[src/rtl/shared_reg_pkg.sv]
// Shared definitions for the round-robin shared-register arbiter.
// Optional lock feature is enabled in the top by defining SHARED_REG_LOCK_EN.
package shared_reg_pkg;

  localparam int DEF_NUM_REQ = 4;
  localparam int DEF_WIDTH   = 8;
  localparam int DEF_IDX_W   = $clog2(DEF_NUM_REQ);

  typedef enum logic [1:0] {
    IDLE  = 2'd0,
    GRANT = 2'd1,
    ACK   = 2'd2
  } state_t;

  // Index width for a requester count; never narrower than one bit.
  function automatic int idx_w(input int n);
    return (n > 1) ? $clog2(n) : 1;
  endfunction

endpackage

[src/rtl/rr_picker.sv]
// Combinational round-robin pick: first asserted request at or above the
// pointer, wrapping past the top index back to 0.
module rr_picker
  import shared_reg_pkg::*;
#(
  parameter int NUM_REQ = DEF_NUM_REQ,
  parameter int IDX_W   = idx_w(DEF_NUM_REQ)
) (
  input  logic [NUM_REQ-1:0] i_req,
  input  logic [IDX_W-1:0]   i_rr_ptr,
  output logic [IDX_W-1:0]   o_winner,
  output logic               o_any_req
);

  always_comb begin
    int idx;
    o_winner  = '0;
    o_any_req = |i_req;
    // Scan from farthest to nearest so the nearest hit is the one that sticks.
    for (int k = NUM_REQ - 1; k >= 0; k--) begin
      idx = int'(i_rr_ptr) + k;
      if (idx >= NUM_REQ) idx = idx - NUM_REQ;
      if (i_req[idx]) o_winner = IDX_W'(idx);
    end
  end

endmodule

[src/rtl/shared_reg_arbiter.sv]
// Round-robin arbiter owning one shared WIDTH-bit register: IDLE -> GRANT -> ACK.
// Define SHARED_REG_LOCK_EN to add the lock port (owner may win back-to-back).
module shared_reg_arbiter
  import shared_reg_pkg::*;
#(
  parameter int NUM_REQ = DEF_NUM_REQ,
  parameter int WIDTH   = DEF_WIDTH,
  localparam int IDX_W  = idx_w(NUM_REQ)
) (
  input  logic                     clk,
  input  logic                     rst_n,
  input  logic [NUM_REQ-1:0]       req,
  input  logic [NUM_REQ*WIDTH-1:0] wdata,
`ifdef SHARED_REG_LOCK_EN
  input  logic [NUM_REQ-1:0]       lock,
`endif
  output logic [NUM_REQ-1:0]       gnt,
  output logic [NUM_REQ-1:0]       ack,
  output logic [WIDTH-1:0]         q,
  output logic                     q_valid,
  output logic [IDX_W-1:0]         owner
);

  localparam logic [NUM_REQ-1:0] ONE_HOT0 = {{(NUM_REQ-1){1'b0}}, 1'b1};

  state_t               r_state;
  logic [IDX_W-1:0]     r_rr_ptr;
  logic [IDX_W-1:0]     r_winner;
  logic [NUM_REQ-1:0]   r_gnt;
  logic [NUM_REQ-1:0]   r_ack;
  logic [WIDTH-1:0]     r_q;
  logic                 r_q_valid;
  logic [IDX_W-1:0]     r_owner;

  logic [IDX_W-1:0]     w_winner;
  logic                 w_any_req;
  logic [IDX_W-1:0]     w_next_ptr;
  logic [IDX_W-1:0]     w_rr_next;
  logic [WIDTH-1:0]     w_wdata_sel;

  rr_picker #(
    .NUM_REQ (NUM_REQ),
    .IDX_W   (IDX_W)
  ) u_picker (
    .i_req     (req),
    .i_rr_ptr  (r_rr_ptr),
    .o_winner  (w_winner),
    .o_any_req (w_any_req)
  );

  assign w_wdata_sel = wdata[r_winner*WIDTH +: WIDTH];
  assign w_rr_next   = (r_winner == IDX_W'(NUM_REQ - 1)) ? '0 : r_winner + 1'b1;

`ifdef SHARED_REG_LOCK_EN
  assign w_next_ptr = lock[r_winner] ? r_winner : w_rr_next;
`else
  assign w_next_ptr = w_rr_next;
`endif

  always_ff @(posedge clk or negedge rst_n) begin
    if (!rst_n) begin
      r_state   <= IDLE;
      r_rr_ptr  <= '0;
      r_winner  <= '0;
      r_gnt     <= '0;
      r_ack     <= '0;
      r_q       <= '0;
      r_q_valid <= 1'b0;
      r_owner   <= '0;
    end else begin
      r_gnt <= '0;
      r_ack <= '0;
      case (r_state)
        IDLE: begin
          if (w_any_req) begin
            r_winner <= w_winner;
            r_gnt    <= ONE_HOT0 << w_winner;
            r_state  <= GRANT;
          end
        end
        GRANT: begin
          // A dropped request aborts without touching q or the pointer.
          if (req[r_winner]) begin
            r_q       <= w_wdata_sel;
            r_ack     <= ONE_HOT0 << r_winner;
            r_owner   <= r_winner;
            r_q_valid <= 1'b1;
            r_state   <= ACK;
          end else begin
            r_state <= IDLE;
          end
        end
        ACK: begin
          r_rr_ptr <= w_next_ptr;
          r_state  <= IDLE;
        end
        default: r_state <= IDLE;
      endcase
    end
  end

  assign gnt     = r_gnt;
  assign ack     = r_ack;
  assign q       = r_q;
  assign q_valid = r_q_valid;
  assign owner   = r_owner;

endmodule
[config.mk]
export PLATFORM = sky130hd
export DESIGN_NAME = shared_reg_arbiter
export DESIGN_NICKNAME = d
export VERILOG_FILES = /design/src/rtl/shared_reg_pkg.sv /design/src/rtl/rr_picker.sv /design/src/rtl/shared_reg_arbiter.sv
export SDC_FILE = /design/constraint.sdc
export NUM_CORES = 1
export LEC_CHECK = 0
export BUFFER_PORTS_ARGS = -buffer_cell sky130_fd_sc_hd__buf_2
export CAP_MARGIN = 20
export CORE_MARGIN = 2
export CORE_UTILIZATION = 42
export DETAILED_ROUTE_END_ITERATION = 6
export PLACE_DENSITY = 0.86
export SLEW_MARGIN = 20
export SYNTH_ARGS = -nofsm -noshare
export SYNTH_HDL_FRONTEND = slang
export SYNTH_SLANG_ARGS = --single-unit
[constraint.sdc]
create_clock -name clk -period 1.8 [get_ports clk]
set_input_delay 0.09 -clock clk [delete_from_list [all_inputs] [get_ports clk]]
set_output_delay 0.09 -clock clk [all_outputs]
set_load 0.01 [all_outputs]
# [After elaboration in Yosys (flattened, before gate mapping)]
# Cells that the tools add are included.
[word_totals] elab_cells=66 register_bits=25 output_inout_bits=19
[op_classes] shifts=3 n_reduce_logical=4 addsub=8 eq_ne=4 magnitude_cmp=9 muxes=30
[op_table] op="$lt A32 B4 Y1 const B" count=4
[op_table] op="$mux W32" count=4
[op_table] op="$ge A32 B4 Y1 const B" count=3
[op_table] op="$sub A32 B4 Y32 const B" count=3
[op_table] op="$shiftx A32 B6 Y8" count=1
[op_table] op="$mux W4" count=4
[op_table] op="$mux W2" count=7
[op_table] op="$bmux W1 S2" count=5
[op_table] op="$mux W1" count=9
[op_table] op="$shl A1 B2 Y4 const A" count=2
[op_table] op="$add A2 B2 Y3 const B" count=2
[op_table] op="$eq A2 B2 Y1 const B" count=2
[op_table] op="$pmux W2 S2" count=1
[op_table] op="$reduce_and A2 Y1" count=2
[op_table] op="$reduce_or A4 Y1" count=1
[op_table] op="$sub A2 B3 Y4 const B" count=1
[op_table] op="$add A2 B1 Y3 const B" count=1
[op_table] op="$ge A2 B3 Y1 const B" count=1
[op_table] op="$lt A2 B3 Y1 const B" count=1
[op_table] op="$add A2 B1 Y2 const B" count=1
[op_table] op="$eq A2 B1 Y1 const B" count=1
[op_table] op="$logic_not A2 Y1" count=1
[op_table] op="$ne A2 B1 Y1 const B" count=1

# [Longest topological paths before layout]
[depth] depth_word=13 depth_mapped=6

# [By module]
# A second synthesis with hierarchy kept.
[unflattened] cells_unflattened=89 hier_area_um2=1295.0
[by_module_without_submodules] module="shared_reg_arbiter" instances=1 cells_per_inst=76 area_per_inst_um2=1217.4 seq_area_each_um2=625.6
[by_module_without_submodules] module="rr_picker" instances=1 cells_per_inst=13 area_per_inst_um2=77.6 seq_area_each_um2=0.0

# [Least setup slack after synthesis]
# No wires, ideal clock.
[synth_path] kind="reg2reg" start="register r_winner[0]" end="register r_owner[0], in the netlist owner[0]" setup_time_ns=0.125 arrival_time_ns=1.664 n_path_buf=2 required_time_ns=1.675 stages_incl_launch_ff=7 path_slack_ns=0.011 period_less_slack_ns=1.789 cell_sequence="dfrtp_1 buf_4 mux2i_1 or4b_4 nand2_4 buf_12 mux2_4"
[synth_via] elab_chain_cells=3
[synth_lines] item="start: declaration" line_no="shared_reg_arbiter.sv:28" rtl="logic [IDX_W-1:0] r_winner;"
[synth_lines] item="start signal: assignment" line_no="shared_reg_arbiter.sv:76" rtl="r_winner <= w_winner;"
[synth_lines] item="$bmux W1 S2" line_no="shared_reg_arbiter.sv:83" rtl="if (req[r_winner]) begin"
[synth_lines] item="$mux W1 (implied by the code)" line_no="shared_reg_arbiter.sv:83"
[synth_lines] item="$reduce_and A2 Y1 (no line)"
[synth_lines] item="end signal: assignment" line_no="shared_reg_arbiter.sv:86" rtl="r_owner <= r_winner;"
[synth_lines] item="end: declaration" line_no="shared_reg_arbiter.sv:33" rtl="logic [IDX_W-1:0] r_owner;"
# Parallel ways exist; a longest one is shown, timed or not. The select of a mux whose other input is x is not followed.
# A chain may end at the register's enable or synchronous reset.

# [Worst setup path after layout]
[layout_path] start="register r_winner[0]" end="register r_q[1], in the netlist q[1]"
[layout_via] elab_chain_cells=3
[layout_lines] item="branches (longest 3 deep; another with $shiftx A32 B6 Y8)"
[layout_lines] item="end signal: assignment" line_no="shared_reg_arbiter.sv:84" rtl="r_q <= w_wdata_sel;"
[layout_lines] item="end: declaration" line_no="shared_reg_arbiter.sv:31" rtl="logic [WIDTH-1:0] r_q;"
# Parallel ways; which one is timed is not known. The select of a mux whose other input is x is not followed.

==> impl_metrics.json <==
{
  "power_frac_clock": 0.105,
  "r2r_slack_ps": 100,
  "r2r_start": "r_winner[0]",
  "crit_fanout": 15,
  "setup_viol": 0,
  "drt_wl_total_mm": 2.62,
  "cts_made_buffers": 3,
  "wl_per_cell_um": 14.3,
  "num_vias": 955,
  "fin_crit_sh": 0.945,
  "placed_area_sq_mm": 0.00159,
  "io_buffers": 56,
  "rr_worst_depth": 4,
  "slew_headroom": 0.640,
  "initial_core_util": 0.429,
  "overflow": 0,
  "die_height_um": 59.2,
  "synth_top_family_by_area": "multiplexers",
  "cp.arrival_ps": 1930,
  "drc": 1,
  "power_switching_mw": 0.832,
  "r2r-end": "q[1]",
  "hold_violations": 0,
  "synth-xor-area-share": 0,
  "layout_commonest_cell": "buf_2",
  "vias_per_cell": 5.22,
  "sw_frac_of_total": 0.352,
  "finClkSkew_ps": 8.12,
  "min_path_type": "in2reg",
  "synth_area_sq_mm": 0.00128,
  "die-area_sq_mm": 0.00350,
  "finalWorstSetupSlack_ps": 99.1,
  "ctsResizeCount": 0,
  "io-pin-count": 57,
  "synthCells": 90,
  "route.antenna.remaining_nets": 0,
  "synth.yosys.seq_area_share": 0.490,
  "hold_ws_ps": 195,
  "p_comb_frac": 0.510,
  "seq_power_share": 0.384,
  "ys_warn_count": 0,
  "worstSetupPathType": "reg2reg",
  "clk_path_buf_depth": 2,
  "cts_setup_buffers": 0,
  "syn2layout_area_growth_pct": 26.9,
  "tns_ps": 0,
  "ir_worst_vdd_mv": 0.383,
  "worst_pin_slew_ps": 541,
  "synth-compound-area-share": 0.0215,
  "crit_path_end": "q[1]",
  "fp.coreArea_sq_mm": 0.00298,
  "grt_pass1_wl_mm": 4.06,
  "synth.mux.area_fraction": 0.272,
  "failed_checks": "DRC",
  "maxSlewViolCount": 0,
  "hpwl_mm": 2.03,
  "power_density_mw_per_mm2": 1460,
  "min_period_ps": 1700,
  "power.total_mw": 2.36,
  "crit_path_end_kind": "flip-flop",
  "synth_fa_ha_area_frac": 0.0392,
  "diodes": 0,
  "cts_tree": "built",
  "stdcell_area_sq_mm": 0.00162,
  "cap_violations": 0,
  "pre_cts_slack_ps": 104,
  "drt_first_pass_iters": 6,
  "synth-seq-cells": 25,
  "grt_util_all_layers": 0.160,
  "max_freq_mhz": 588,
  "yosys.area.top_type": "dfrtp_1",
  "fin_cells": 183,
  "die_x_um": 59.2,
  "p_int_mw": 1.53,
  "start_kind": "flip-flop",
  "grt_max_degree": 26,
  "setup.worst_path.start": "r_winner[0]",
  "fin_util": 0.545,
  "dpl.cell_count": 178,
  "place.gp.congestion": 0.814,
  "synth_area_leaders": "dfrtp_1, mux4_2, mux2_2",
  "synth-simple-area-share": 0.140,
  "antenna_found_initial": 0,
  "num_rows": 20,
  "clkTransAtPathRegs_ps": 130,
  "grt_pass1_vias": 937,
  "clock_latency_ps": 320,
  "yosys.cell_types.count": 31,
  "cts-root-buf": "clkbuf_4",
  "drt_iter0_markers": 27,
  "mostFrequentLayoutCells": "buf_2, dfrtp_1, mux2_2",
  "final_nets": 193,
  "crit_required_ps": 2030,
  "status": "complete, but fails checks",
  "drive_gt1_frac": 0.553,
  "cts_sinks": 25,
  "netlist.area_leader.share": 0.490,
  "synthesis.nets": 132,
  "leakage_nw": 0.826,
  "rsz0062_at_grt": "false",
  "cts_hold_buf": 1,
  "cts_max_level": 1,
  "avgSynthCellArea_sq_um": 14.2
}
## power by group through the flow
stage,logic (mW),clock network [mW],registers (mW)
after floorplan,0.802,0,0.997
after global placement,1.16,0,0.911
after detailed placement,1.22,0,0.920
after CTS,1.22,0.258,0.909
after global routing,1.33,0.276,0.934
final,1.20,0.248,0.907
## worst min-delay path by stage
stage,cells past startpoint,start,endpoint
5_1_grt,3,wdata[1],q[1]
2_1_floorplan,0,rst_n,ack[0]
3_5_place_dp,1,rst_n,q[3]
3_3_place_gp,1,rst_n,q[3]
6_report,3,wdata[24],q[0]
4_1_cts,3,wdata[24],q[0]
## state kept, by name, indices dropped and copies added, names as in the netlist
register  cells
r_state       2
r_rr_ptr      2
q_valid       1
q             8
gnt           4
owner         2
r_winner      2
ack           4
## cell families after synthesis
family | after synthesis
muxes | 21
buffers and inverters | 7
DFF | 25
adders and majority gates | 4
AOI/OAI and AO/OA | 4
and+or+nand+nor | 29
## critical path: stages (launching register included)
cell	delay [ps]
dfrtp_1	420
mux2i_1	130
or4b_4	510
nand2_4	200
mux2_2	360
## final cells by class
type,count,area [sq um]
fillers,255,1360
well taps,33,41.3
flip-flops and latches,25,626
multi-input cells,58,604
clock buffers,4,26.3
inverters,3,11.3
repair buffers,60,313
## routing by layer
layer  vias to the layer above  track usage  part of all wire
met5                         -            0                 0
met4                         0        0.110             0.027
met3                         5       0.0415             0.088
met2                        46        0.275              0.50
met1                       455        0.169              0.39
li1                        449            -                 -
## cell usage after synthesis, drive strengths merged
cell,instances
mux2i,1
nand2b,1
or3,1
nor4,1
nor3,2
inv,3
nor2b,4
buf,3
nor2,2
mux2,12
o22ai,1
and3,1
ha,4
or4b,1
or2,1
nor3b,2
o21ai,1
dfrtp,25
mux4,8
and3b,1
nand2,7
a2bb2oi,1
clkbuf,1
and2,4
nand4b,1
o31ai,1
Note: power is estimated with default switching activity, not from simulation.
